### src/rtl/dht11_pkg.sv
// Shared definitions for the DHT11 monitor: alarm FSM state encoding,
// default thresholds and timeout, rounded-sample width and the rounding helper.
package dht11_pkg;

   localparam int RND_W = 8;

   localparam logic [7:0]  DEF_TEMP_HI     = 8'd35;
   localparam logic [7:0]  DEF_HUMI_HI     = 8'd80;
   localparam logic [7:0]  DEF_HYST        = 8'd2;
   localparam int          DEF_CONFIRM_N   = 3;
   localparam logic [27:0] DEF_TIMEOUT_CNT = 28'd250_000_000;

   typedef enum logic [1:0] {
      ST_OK       = 2'd0,
      ST_PEND_ON  = 2'd1,
      ST_ALARM    = 2'd2,
      ST_PEND_OFF = 2'd3
   } thresh_state_t;

   // Integer part rounded up when the tenths digit is 5 or more, saturating at 255.
   function automatic logic [RND_W-1:0] round_sample(input logic [7:0] int_part,
                                                     input logic [7:0] deci_part);
      logic [RND_W:0] sum;
      sum = {1'b0, int_part} + {{RND_W{1'b0}}, (deci_part >= 8'd5)};
      if (sum[RND_W])
         return {RND_W{1'b1}};
      else
         return sum[RND_W-1:0];
   endfunction

endpackage

### src/rtl/dht11_thresh_fsm.sv
// Per-channel over-threshold alarm with confirmation counting and hysteresis.
//
// state       | meaning
// ------------+-----------------------------------------------------------
// ST_OK       | no alarm, value below threshold
// ST_PEND_ON  | value at/above threshold, counting confirmations to raise
// ST_ALARM    | alarm confirmed
// ST_PEND_OFF | value at/below release level, counting confirmations to drop
module dht11_thresh_fsm
   import dht11_pkg::*;
#(
   parameter logic [7:0] HI        = DEF_TEMP_HI,
   parameter logic [7:0] HYST      = DEF_HYST,
   parameter int         CONFIRM_N = DEF_CONFIRM_N
) (
   input  logic       sys_clk,
   input  logic       sys_rst_n,
   input  logic       sample_en,
   input  logic [7:0] value,
   output logic       alarm
);

   // Release level saturates at zero so a large hysteresis cannot wrap.
   localparam logic [7:0] LO        = (HI >= HYST) ? (HI - HYST) : 8'd0;
   localparam logic [4:0] CONFIRM_W = 5'(CONFIRM_N);

   thresh_state_t state, state_nxt;
   logic [3:0]    cnt, cnt_nxt;
   logic [4:0]    cnt_inc;
   logic          over, under;

   assign over    = (value >= HI);
   assign under   = (value <= LO);
   assign cnt_inc = {1'b0, cnt} + 5'd1;

   // State and confirm counter register.
   always_ff @(posedge sys_clk) begin
      if (!sys_rst_n) begin
         state <= ST_OK;
         cnt   <= 4'd0;
      end else begin
         state <= state_nxt;
         cnt   <= cnt_nxt;
      end
   end

   // Next-state logic; only a qualified sample can move the FSM.
   always_comb begin
      state_nxt = state;
      cnt_nxt   = cnt;
      if (sample_en) begin
         case (state)
            ST_OK: begin
               if (over) begin
                  if (CONFIRM_W == 5'd1) begin
                     state_nxt = ST_ALARM;
                     cnt_nxt   = 4'd0;
                  end else begin
                     state_nxt = ST_PEND_ON;
                     cnt_nxt   = 4'd1;
                  end
               end
            end
            ST_PEND_ON: begin
               if (over) begin
                  if (cnt_inc >= CONFIRM_W) begin
                     state_nxt = ST_ALARM;
                     cnt_nxt   = 4'd0;
                  end else begin
                     cnt_nxt   = cnt_inc[3:0];
                  end
               end else begin
                  state_nxt = ST_OK;
                  cnt_nxt   = 4'd0;
               end
            end
            ST_ALARM: begin
               if (under) begin
                  if (CONFIRM_W == 5'd1) begin
                     state_nxt = ST_OK;
                     cnt_nxt   = 4'd0;
                  end else begin
                     state_nxt = ST_PEND_OFF;
                     cnt_nxt   = 4'd1;
                  end
               end
            end
            ST_PEND_OFF: begin
               if (under) begin
                  if (cnt_inc >= CONFIRM_W) begin
                     state_nxt = ST_OK;
                     cnt_nxt   = 4'd0;
                  end else begin
                     cnt_nxt   = cnt_inc[3:0];
                  end
               end else begin
                  state_nxt = ST_ALARM;
                  cnt_nxt   = 4'd0;
               end
            end
            default: begin
               state_nxt = ST_OK;
               cnt_nxt   = 4'd0;
            end
         endcase
      end
   end

   // Alarm stays asserted while a release is still being confirmed.
   assign alarm = (state == ST_ALARM) || (state == ST_PEND_OFF);

endmodule

### src/rtl/dht11_monitor.sv
// DHT11 sample monitor: rounds each checksum-good sample, raises confirmed
// temperature/humidity alarms, watches for a silent sensor and optionally
// tracks temperature extremes.
// Build option: define DHT11_MINMAX_EN to include min/max temperature
// tracking; without it temp_max/temp_min read 0 and clr_minmax is ignored.
module dht11_monitor
   import dht11_pkg::*;
#(
   parameter logic [7:0]  TEMP_HI     = DEF_TEMP_HI,
   parameter logic [7:0]  HUMI_HI     = DEF_HUMI_HI,
   parameter logic [7:0]  HYST        = DEF_HYST,
   parameter int          CONFIRM_N   = DEF_CONFIRM_N,
   parameter logic [27:0] TIMEOUT_CNT = DEF_TIMEOUT_CNT
) (
   input  logic       sys_clk,
   input  logic       sys_rst_n,
   input  logic [7:0] humi_int,
   input  logic [7:0] humi_deci,
   input  logic [7:0] temp_int,
   input  logic [7:0] temp_deci,
   input  logic       dht11_valid,
   input  logic       clr_minmax,
   output logic [7:0] temp_cur,
   output logic [7:0] humi_cur,
   output logic       new_sample,
   output logic       temp_alarm,
   output logic       humi_alarm,
   output logic       sensor_fault,
   output logic [7:0] temp_max,
   output logic [7:0] temp_min
);

   logic [RND_W-1:0] temp_rnd, humi_rnd;
   logic [27:0]      wd_cnt;
   logic             fsm_en;

   // Rounded values are only consumed in dht11_valid cycles.
   assign temp_rnd = round_sample(temp_int, temp_deci);
   assign humi_rnd = round_sample(humi_int, humi_deci);

   // A sample arriving while faulted only clears the fault; the FSMs stay frozen.
   assign fsm_en = dht11_valid && !sensor_fault;

   // Latest-sample registers and the one-cycle new_sample strobe.
   always_ff @(posedge sys_clk) begin
      if (!sys_rst_n) begin
         temp_cur   <= 8'd0;
         humi_cur   <= 8'd0;
         new_sample <= 1'b0;
      end else begin
         new_sample <= dht11_valid;
         if (dht11_valid) begin
            temp_cur <= temp_rnd;
            humi_cur <= humi_rnd;
         end
      end
   end

   // Watchdog: counts idle cycles and latches sensor_fault on reaching the limit;
   // a sample in the limit cycle itself takes priority.
   always_ff @(posedge sys_clk) begin
      if (!sys_rst_n) begin
         wd_cnt       <= 28'd0;
         sensor_fault <= 1'b0;
      end else if (dht11_valid) begin
         wd_cnt       <= 28'd0;
         sensor_fault <= 1'b0;
      end else begin
         if (wd_cnt != TIMEOUT_CNT)
            wd_cnt <= wd_cnt + 28'd1;
         if (wd_cnt == TIMEOUT_CNT - 28'd1)
            sensor_fault <= 1'b1;
      end
   end

   dht11_thresh_fsm #(
      .HI        (TEMP_HI),
      .HYST      (HYST),
      .CONFIRM_N (CONFIRM_N)
   ) u_temp_fsm (
      .sys_clk   (sys_clk),
      .sys_rst_n (sys_rst_n),
      .sample_en (fsm_en),
      .value     (temp_rnd),
      .alarm     (temp_alarm)
   );

   dht11_thresh_fsm #(
      .HI        (HUMI_HI),
      .HYST      (HYST),
      .CONFIRM_N (CONFIRM_N)
   ) u_humi_fsm (
      .sys_clk   (sys_clk),
      .sys_rst_n (sys_rst_n),
      .sample_en (fsm_en),
      .value     (humi_rnd),
      .alarm     (humi_alarm)
   );

`ifdef DHT11_MINMAX_EN
   // Temperature extremes; a clear coinciding with a sample seeds both with it.
   always_ff @(posedge sys_clk) begin
      if (!sys_rst_n) begin
         temp_max <= 8'd0;
         temp_min <= 8'd255;
      end else if (clr_minmax) begin
         if (dht11_valid) begin
            temp_max <= temp_rnd;
            temp_min <= temp_rnd;
         end else begin
            temp_max <= 8'd0;
            temp_min <= 8'd255;
         end
      end else if (dht11_valid) begin
         if (temp_rnd > temp_max)
            temp_max <= temp_rnd;
         if (temp_rnd < temp_min)
            temp_min <= temp_rnd;
      end
   end
`else
   logic unused_clr;
   assign unused_clr = clr_minmax;
   assign temp_max   = 8'd0;
   assign temp_min   = 8'd0;
`endif

endmodule

### config.mk
export PLATFORM = sky130hd
export DESIGN_NAME = dht11_monitor
export DESIGN_NICKNAME = d
export VERILOG_FILES = /design/src/rtl/dht11_pkg.sv /design/src/rtl/dht11_thresh_fsm.sv /design/src/rtl/dht11_monitor.sv
export SDC_FILE = /design/constraint.sdc
export NUM_CORES = 1
export LEC_CHECK = 0
export ABC_AREA = 1
export BUFFER_PORTS_ARGS = -buffer_cell sky130_fd_sc_hd__buf_4
export CAP_MARGIN = 20
export CELL_PAD_IN_SITES_DETAIL_PLACEMENT = 0
export CELL_PAD_IN_SITES_GLOBAL_PLACEMENT = 1
export CORE_MARGIN = 1.5
export CORE_UTILIZATION = 39
export CTS_CLUSTER_DIAMETER = 40
export DETAILED_ROUTE_END_ITERATION = 8
export GPL_TIMING_DRIVEN = 0
export PLACE_DENSITY = 0.9
export SYNTH_ARGS = -nofsm -noshare
export SYNTH_HDL_FRONTEND = slang
export SYNTH_SLANG_ARGS = --single-unit
### constraint.sdc
create_clock -name sys_clk -period 2.55 [get_ports sys_clk]
set_clock_uncertainty 0.05 [all_clocks]
set_input_delay 0.255 -clock sys_clk [delete_from_list [all_inputs] [get_ports sys_clk]]
set_output_delay 0.255 -clock sys_clk [all_outputs]
set_load 0.02 [all_outputs]
==> impl_metrics.py, run 1 <==
metrics = {
    "yosys": {
        "yosysWarningCount": 0,
        "synth_cell_types": 34,
        "ys_seq_area_frac": 0.333,
        "syn_avg_cell_area_um2": 6.86,
        "synth_edf_count": 0,
        "yosys_register_bits": 58,
        "async_flop_share": 0,
        "syn_inst": 508,
        "synth-main-ff-cell": "dfxtp_1",
        "synth_area_um2": 3490,
    },
    "clock_tree": {
        "clockBufferDepth": 2,
        "cts_max_level": 3,
        "clockRootBuffer": "clkbuf_8",
        "cts_tree": "yes",
        "hold_buffers": 0,
        "cts_buffers": 9,
        "cts_resized": 0,
        "cts.sinks": 58,
        "clk_latency_ps": 350,
        "cts_setup_buffers": 0,
        "path_clk_slew_ps": 70,
    },
    "setup_path": {
        "rr_worst_depth": 13,
        "path_class": "input pin to flip-flop",
        "critical_path.max_fanout": 5,
        "rr_endpoint": "wd_cnt[26]",
        "critPathRequiredTime_ps": 2740,
        "reg2reg_from": "wd_cnt[1]",
        "crit_path_start_kind": "input pin",
        "cp.arrival_ps": 2390,
        "cp-endpoint": "u_humi_fsm.state[0]",
        "startpoint": "humi_deci[5]",
        "rrSetupSlack_ps": 620,
        "crit_path_end_kind": "flip-flop",
    },
    "global_routing": {
        "first_global_vias": 3161,
        "overflow": 0,
        "grt_antenna_before_repair": 0,
        "grt_first_pass_wirelength_um": 13600,
        "grt_max_degree": 11,
        "grt.total_usage": 0.175,
    },
    "route": {
        "vias_per_cell": 4.80,
        "wl_um": 7870,
        "drt-initial-drc-count": 168,
        "wl_per_cell_um": 11.2,
        "ant_nets": 0,
        "vias": 3360,
        "drc_errors": 0,
        "first_pass_iters": 4,
    },
    "timing": {
        "fin_hold_ws_ps": 141,
        "fin_crit_ps": 2190,
        "finalHoldViolCount": 0,
        "max_freq_mhz": 456,
        "slew_violations": 0,
        "rsz0062_at_grt": "no",
        "setup_viol": 0,
        "finalCritPeriodShare": 0.860,
    },
    "final_layout": {
        "final_util": 0.495,
        "nets": 633,
        "drive_above_1_share": 0.240,
        "syn2layout_area_growth_pct": 23.2,
        "nFillCells": 879,
        "final_cells": 700,
        "antenna_cells": 0,
    },
    "die": {
        "rows": 34,
        "die_area_um2": 9520,
        "start_util": 0.402,
        "die_w_um": 97.6,
        "die_h_um": 97.6,
        "io-pin-count": 72,
        "core_um2": 8680,
    },
    "placement": {
        "place_congestion": 0.811,
        "hpwl_um": 6140,
        "dp.cells": 684,
        "portBuffers": 53,
    },
    "pwr": {
        "netSwitchingPower_mw": 0.657,
        "leakage_nw": 1.92,
        "p_int_mw": 1.69,
        "power_frac_comb": 0.182,
        "power_density_nw_per_um2": 545,
        "irDropWorstVdd_v": 0.000282,
        "p_sw_frac": 0.280,
        "p_clk_frac": 0.405,
        "total_power_mw": 2.34,
        "pwr-share-seq": 0.413,
    },
    "status": {
        "status": "complete, no violations",
    },
    "run": {
        "drv_cap": 0,
    },
    "worst_hold_path": {
        "hp-class": "input pin to flip-flop",
    },
}
-- cells in the final DEF, fill, tap and decap left out, drive strengths merged --
cell type  netlist  layout
conb             1      16
dfxtp           58      58
a211oi           1       1
or2              1       1
clkinvlp         0       1
inv             71      71
xnor2            3       3
nand2          114     114
nor3            13      13
o21a             1       1
a21oi           34      34
nand3           35      35
a22o             8       8
nand4           13      13
nor2            75      75
clkbuf           5      16
a31oi            2       2
clkinv           3       5
o21ai           33      33
ha              10      10
nor4             5       5
bufinv           0       2
buf             19      72
xor2             3       3
-- sequential cells by signal (all words and copies together), names as in the netlist --
signal and cells:
u_temp_fsm.cnt 4, humi_cur 8, temp_cur 8, new_sample 1
sensor_fault 1, u_temp_fsm.state 2, wd_cnt 28, u_humi_fsm.state 2
u_humi_fsm.cnt 4
-- worst min-delay path by stage --
| stage | slack (ps) | cells past startpoint | from | to |
|---|---|---|---|---|
| floorplan | 370 | 1 | wd_cnt[27] | wd_cnt[27] |
| global placement | 390 | 1 | wd_cnt[27] | wd_cnt[27] |
| detailed placement | 410 | 1 | wd_cnt[27] | wd_cnt[27] |
| CTS | 130 | 3 | sys_rst_n | u_temp_fsm.state[1] |
| global route | 150 | 3 | sys_rst_n | u_humi_fsm.state[0] |
| finish | 140 | 3 | sys_rst_n | u_temp_fsm.state[1] |
-- synth_stat cells, types with 10 or more instances --
library cell  instances  area share
ha_1                 10       0.036
buf_4                17       0.037
a21oi_1              30       0.043
nor2_4               10       0.032
nand4_1              13       0.023
nor3_1               12       0.017
inv_1                65       0.070
nor2_1               57       0.061
dfxtp_1              58        0.33
nand3_1              26       0.037
nand2_1             101        0.11
o21ai_0              29       0.042
nand2_2              13       0.023
-- through the flow --
stage / worst slack (ps) / TNS, ps / instance area, um^2
2_1_floorplan: 342 / 0 / 3540
3_3_place_gp: 16.0 / 0 / 4080
3_5_place_dp: -21.3 / -49.8 / 4080
4_1_cts: 348 / 0 / 4300
5_1_grt: 61.5 / 0 / 4300
6_report: 356 / 0 / 4300
-- critical path: stages --
cell and delay [ps]:
buf_4 110, nor3_1 170, nand3_1 90, ha_1 200, ha_1 210, nand2_1 110, nor2_1 60, nand2_1 150
nand3_1 170, o21ai_2 220, nand3_1 170, nand2_1 90, nand2_1 90, nor2_1 130, nand2_1 60, nand2_1 60
nor2_1 30
-- routing by layer --
layer | up-vias | part of all wire | track usage
li1 | 1773 | - | -
met1 | 1506 | 0.44 | 0.208
met2 | 67 | 0.49 | 0.296
met3 | 14 | 0.052 | 0.0504
met4 | 0 | 0.020 | 0.0692
met5 | - | 0 | 0
-- kinds of logic after synthesis --
logic type                 after synthesis  synth area share
and+or+nand+nor                        256             0.360
buffers and inverters                   98             0.125
AOI/OAI and AO/OA                       79             0.131
DFF                                     58             0.333
adders and majority gates               10            0.0359
xor gates and xnor gates                 6            0.0151
other                                    1           0.00108
-- layout make-up --
class                   instances  area, um^2  share of cell area
well taps                     108         135              0.0315
clock buffers                  11         141              0.0329
multi-input cells             367        1950               0.453
repair buffers                 53         398              0.0926
plain buffers                  24         158              0.0367
clock inverters                 5        77.6              0.0181
inverters                      74         278              0.0647
flip-flops and latches         58        1160               0.270
-- power by group through the flow --
stage	Clock (mW)	Combinational, mW	Sequential, mW
floorplan	0	0.275	1.00
global route	1.01	0.481	0.971
CTS	0.968	0.429	0.967
detailed placement	0	0.427	0.987
global placement	0	0.420	0.986
finish	0.949	0.427	0.967
Power figures use the tool's default switching activity.
==> run 2, diff against run 1 <==
--- a/config.mk
+++ b/config.mk
@@ -16,6 +16,7 @@
 export DETAILED_ROUTE_END_ITERATION = 8
 export GPL_TIMING_DRIVEN = 0
 export PLACE_DENSITY = 0.9
+export SETUP_SLACK_MARGIN = 0.5
 export SYNTH_ARGS = -nofsm -noshare
 export SYNTH_HDL_FRONTEND = slang
 export SYNTH_SLANG_ARGS = --single-unit
==> run 2 against run 1 <==
Non-clock buffer count up 7; via count up 1.4%; first-iteration DRC count down 42%; combinational power up 12%; critical path type unchanged; cell count up 0.86%; maximum frequency up 9.2%; sequential power about the same; largest cell class unchanged; die area unchanged.
==> impl_metrics.py, run 2 (synthesis gave the netlist of run 1 again) <==
metrics = {
    "timing": {
        "max_freq_mhz": 498,
        "fin_hold_ws_ps": 147,
        "setup_viol": 0,
        "finalHoldViolCount": 0,
        "relSlewSlack": 0.641,
        "slew_violations": 0,
        "fin_crit_ps": 2010,
        "finalCritPeriodShare": 0.788,
        "worst_pin_slew_ps": 535,
        "fin_setup_tns_ps": 0,
        "rsz0062_at_grt": "yes",
    },
    "route": {
        "met2WireLength_um": 4040,
        "drc_errors": 0,
        "wl_um": 8070,
        "top_layer_used": "met4",
        "m1WireLength_um": 3460,
        "vias": 3406,
        "wl_per_cell_um": 11.4,
        "met3_length_um": 406,
        "vias_per_cell": 4.82,
        "drt-initial-drc-count": 98,
        "first_pass_iters": 5,
        "ant_nets": 0,
    },
    "die": {
        "rows": 34,
        "die_h_um": 97.6,
        "core_um2": 8680,
        "start_util": 0.402,
        "die_area_um2": 9520,
        "die_w_um": 97.6,
        "io-pin-count": 72,
    },
    "placement": {
        "place_congestion": 0.837,
        "hpwl_um": 6100,
        "portBuffers": 53,
    },
    "setup_path": {
        "crit_top_cell": "nor2_4",
        "cp.arrival_ps": 2200,
        "reg2reg_from": "u_temp_fsm.cnt[0]",
        "cp-endpoint": "u_temp_fsm.cnt[1]",
        "rrSetupSlack_ps": 700,
        "critPathRequiredTime_ps": 2740,
        "startpoint": "temp_deci[4]",
        "cp_cell_sequence": "buf_6 -> nor3_2 -> nand3_1 -> ha_2 -> ha_4 -> nand2_4 -> nor2_4 -> nand2_4 -> nand2_4 -> nor2_4 -> nor2_4 -> nor2_4 -> nand2_2 -> nand2_2 -> nand3_2 -> buf_6 -> nand2_1 -> a21oi_1",
        "cpMaxStageDelayCell": "ha_2",
        "crit_path_start_kind": "input pin",
        "rr_endpoint": "u_temp_fsm.state[1]",
        "max_stage_delay_ps": 210,
        "rr_worst_depth": 13,
        "crit_path_end_kind": "flip-flop",
        "path_class": "input pin to flip-flop",
        "critical_path.max_fanout": 7,
    },
    "final_layout": {
        "antenna_cells": 0,
        "nets": 640,
        "layout_commonest_cell": "nand2_1",
        "nFillCells": 863,
        "final_cell_mix": "nand2_1 (86), buf_4 (74), inv_1 (64)",
        "drive_above_1_share": 0.314,
        "top_register": "wd_cnt",
        "largest_reg_flops": 28,
        "syn2layout_area_growth_pct": 30.9,
        "top_regs": "wd_cnt x28, humi_cur x8, temp_cur x8",
    },
    "status": {
        "status": "complete, no violations",
    },
    "run": {
        "drv_cap": 0,
    },
    "global_routing": {
        "grt.total_usage": 0.173,
        "grt_antenna_before_repair": 0,
        "grt_max_degree": 11,
        "overflow": 0,
        "grt_first_pass_wirelength_um": 13600,
        "first_global_vias": 3210,
    },
    "clock_tree": {
        "cts_buffers": 9,
        "clockBufferDepth": 2,
        "cts_tree": "yes",
        "clk_latency_ps": 350,
        "cts.sinks": 58,
        "hold_buffers": 0,
        "path_clk_slew_ps": 70,
        "clockRootBuffer": "clkbuf_8",
        "cts_max_level": 3,
    },
    "pwr": {
        "irDropWorstVdd_v": 0.000200,
        "leakage_nw": 2.02,
        "total_power_mw": 2.26,
        "power_density_nw_per_um2": 495,
    },
    "worst_hold_path": {
        "hp-class": "input pin to flip-flop",
    },
}
-- run 2: cell count changes in the layout (fill, tap and decap cells not counted), sizes merged --
cell	before	now
buf	72	79
clkinv	5	3
clkbuf	16	19
bufinv	2	0
-- run 2: worst min-delay path by stage --
| stage | from | end | slack, ps | cells past startpoint |
|---|---|---|---|---|
| 2_1_floorplan | wd_cnt[27] | wd_cnt[27] | 370 | 1 |
| 3_3_place_gp | humi_cur[7] | humi_cur[7] | 390 | 2 |
| 3_5_place_dp | wd_cnt[27] | wd_cnt[27] | 400 | 1 |
| 4_1_cts | sys_rst_n | u_temp_fsm.state[0] | 140 | 3 |
| 5_1_grt | sys_rst_n | u_temp_fsm.state[1] | 140 | 3 |
| 6_report | sys_rst_n | u_temp_fsm.state[0] | 150 | 3 |
-- run 2: power by group --
| part | internal [mW] | switching (mW) |
|---|---|---|
| clock | 0.454 | 0.360 |
| combinational | 0.198 | 0.281 |
| sequential | 0.942 | 0.0273 |
-- run 2: per-stage QoR --
stage / instances / instance area [um^2] / setup WS, ps / utilization
3_5_place_dp: 684 / 4160 / 112 / 0.479
3_3_place_gp: 684 / 4160 / 143 / 0.479
4_1_cts: 699 / 4350 / 495 / 0.502
6_report: 706 / 4570 / 540 / 0.526
5_1_grt: 706 / 4570 / 395 / 0.526
2_1_floorplan: 523 / 3620 / 436 / -
-- run 2: worst max-delay path, delay by kind of cell --
family / cells / cell delay (ps)
compound gates: 1 / 60
simple gates: 13 / 1240
buf+inv: 2 / 250
fa+ha+maj: 2 / 380
-- run 2: repair_timing --
action                                 4_1_cts  5_1_grt
buffers inserted                             0        7
endpoints found under the hold margin        0        0
pin swaps                                    1       25
gates resized for setup                      1       44
setup endpoints to repair                    2       15
-- run 2: per-layer routing --
layer  up-vias  GRT usage
li1       1782          -
met3        11     0.0525
met1      1546      0.201
met2        67      0.297
met4         0     0.0692
met5         -          0
-- run 2: area by class of cell --
cell class                      instances  area [um^2]  area share
Timing Repair Buffer                   60          462       0.101
Inverter                               74          278      0.0608
Multi-Input combinational cell        367         2180       0.477
Sequential cell                        58         1160       0.255
Tap cell                              108          135      0.0296
Clock buffer                           14          183      0.0400
Clock inverter                          1         7.51     0.00164
Buffer                                 24          158      0.0345
==> run 3, diff against run 2 <==
--- a/config.mk
+++ b/config.mk
@@ -11,11 +11,11 @@
 export CELL_PAD_IN_SITES_DETAIL_PLACEMENT = 0
 export CELL_PAD_IN_SITES_GLOBAL_PLACEMENT = 1
 export CORE_MARGIN = 1.5
-export CORE_UTILIZATION = 39
+export CORE_UTILIZATION = 35
 export CTS_CLUSTER_DIAMETER = 40
 export DETAILED_ROUTE_END_ITERATION = 8
 export GPL_TIMING_DRIVEN = 0
-export PLACE_DENSITY = 0.9
+export PLACE_DENSITY = 0.86
 export SETUP_SLACK_MARGIN = 0.5
 export SYNTH_ARGS = -nofsm -noshare
 export SYNTH_HDL_FRONTEND = slang
==> constraint.sdc (replaced) <==
create_clock -name sys_clk -period 1.8 [get_ports sys_clk]
set_clock_uncertainty 0.05 [all_clocks]
set_input_delay 0.18 -clock sys_clk [delete_from_list [all_inputs] [get_ports sys_clk]]
set_output_delay 0.18 -clock sys_clk [all_outputs]
set_load 0.02 [all_outputs]
==> run 3 against run 2 <==
The run now ends with negative setup slack left; first-iteration DRC count up 11%; cell count up 11%; sequential power up 41%; critical endpoint is now temp_cur[5].
==> impl_metrics.py, run 3 (synthesis gave the netlist of run 1 again) <==
metrics = {
    "timing": {
        "rsz0062_at_grt": "yes",
        "slew_violations": 0,
        "finalCritPeriodShare": 1.13,
        "finalHoldViolCount": 0,
        "setup_viol": 12,
        "worst_slack_ps": -232,
        "fin_crit_ps": 2030,
        "max_freq_mhz": 492,
    },
    "global_routing": {
        "grt_max_degree": 11,
        "top_usage_layer": "met2",
        "grt_antenna_before_repair": 0,
        "grt_use_met3": 0.0644,
        "first_global_vias": 3542,
        "gr-usage-met1": 0.216,
        "use_met2": 0.336,
        "overflow": 0,
        "grt.total_usage": 0.189,
        "grt_first_pass_wirelength_um": 15700,
    },
    "status": {
        "status": "finished with violations",
        "violations": "negative setup slack",
    },
    "route": {
        "wl_per_cell_um": 12.9,
        "first_pass_iters": 4,
        "wl_um": 10200,
        "ant_nets": 0,
        "drt-initial-drc-count": 109,
        "vias": 3766,
        "drc_errors": 0,
        "vias_per_cell": 4.79,
    },
    "die": {
        "die_h_um": 103,
        "io-pin-count": 72,
        "rows": 36,
        "die_area_um2": 10600,
        "core_um2": 9730,
        "die_w_um": 103,
        "start_util": 0.358,
    },
    "clock_tree": {
        "clockBufferDepth": 2,
        "path_clk_slew_ps": 80,
        "cts_buffers": 9,
        "clockRootBuffer": "clkbuf_8",
        "hold_buffers": 0,
        "clk_latency_ps": 350,
        "cts.sinks": 58,
        "cts_tree": "yes",
        "cts_max_level": 3,
    },
    "setup_path": {
        "max_stage_delay_ps": 210,
        "critPathRequiredTime_ps": 1980,
        "cp_cell_sequence": "buf_6 -> nor3_4 -> nand3_1 -> ha_2 -> ha_4 -> nand2_4 -> nor2_4 -> nand2_4 -> nand2_4 -> nor2_4 -> buf_6 -> buf_6 -> buf_6 -> buf_6 -> buf_6 -> buf_6 -> buf_6 -> buf_6 -> buf_6 -> o21ai_2",
        "cpMaxStageDelayCell": "ha_2",
        "path_class": "input pin to flip-flop",
        "critical_path.max_fanout": 7,
        "crit_family": "buffers and inverters",
        "crit_top_cell": "buf_6",
        "crit_path_end_kind": "flip-flop",
        "crit_path_start_kind": "input pin",
        "critPathBufInv": 10,
        "cp.arrival_ps": 2210,
    },
    "final_layout": {
        "multi_input_area_um2": 2570,
        "largest_reg_flops": 28,
        "top_regs": "wd_cnt x28, humi_cur x8, temp_cur x8",
        "final_area_um2": 5660,
        "layout_commonest_cell": "buf_4",
        "drive_above_1_share": 0.508,
        "nFillCells": 872,
        "regArea_um2": 1180,
        "antenna_cells": 0,
        "syn2layout_area_growth_pct": 62.3,
        "final_cell_mix": "buf_4 (82), nand2_1 (68), inv_1 (53)",
        "nets": 694,
        "top_register": "wd_cnt",
    },
    "placement": {
        "hpwl_um": 6210,
        "place_congestion": 0.860,
        "place_area_um2": 4300,
        "portBuffers": 53,
    },
    "pwr": {
        "power_density_nw_per_um2": 658,
        "total_power_mw": 3.72,
        "leakage_nw": 2.56,
        "irDropWorstVdd_v": 0.000415,
    },
    "run": {
        "drv_cap": 0,
    },
    "worst_hold_path": {
        "hp-class": "input pin to flip-flop",
    },
}
run 3: per-stage QoR:
stage | setup TNS [ps] | utilization | setup slack (ps) | std cells | hold WS [ps]
final | -1470 | 0.582 | -232 | 786 | 70.4
after global routing | -3770 | 0.582 | -359 | 786 | 72.1
after CTS | -388 | 0.523 | -82.5 | 757 | 64.6
after detailed placement | -5240 | 0.442 | -561 | 709 | 401
after global placement | -4770 | 0.442 | -540 | 709 | 394
after floorplan | -1240 | - | -239 | 523 | 362
run 3: final timing paths:
check | from | endpoint | cells after the start | slack (ps)
min | sys_rst_n | u_humi_fsm.state[1] | 3 | 70
min reg2reg | temp_cur[6] | temp_cur[6] | 2 | 410
max | temp_deci[4] | temp_cur[5] | 20 | -230
max reg2reg | u_temp_fsm.cnt[0] | u_temp_fsm.state[1] | 13 | -70
run 3: tightest hold or removal path, cell delays in order:
cell	delay, ps
buf_4	150
nand2_1	70
nor2_1	30
run 3: metal layers:
layer  up-vias  share of wire  wire length [um]
met3        25          0.047               473
met2        79           0.52              5250
met1      1766           0.41              4150
li1       1896              -                 -
met5         -              0                 0
met4         0          0.028               286
run 3: area by class of cell:
| class | count | share of cell area |
|---|---|---|
| Sequential cell | 58 | 0.209 |
| Inverter | 74 | 0.0508 |
| Multi-Input combinational cell | 367 | 0.455 |
| Buffer | 24 | 0.0281 |
| Clock inverter | 5 | 0.0177 |
| Timing Repair Buffer | 114 | 0.184 |
| Tap cell | 133 | 0.0294 |
| Clock buffer | 11 | 0.0267 |
run 3: what timing repair did:
item | 4_1_cts | 5_1_grt
setup buffers | 32 | 29
hold endpoints to repair | 0 | 0
setup endpoints to repair | 39 | 55
resized for setup | 87 | 97
pin swaps | 67 | 56
run 3: report_power, final:
part	switching (mW)	total, mW	internal [mW]	leakage, nW
Clock	0.551	1.54	0.991	0.129
Combinational	0.453	0.809	0.356	1.95
Sequential	0.0398	1.37	1.33	0.479
Total	1.04	3.72	2.68	2.56
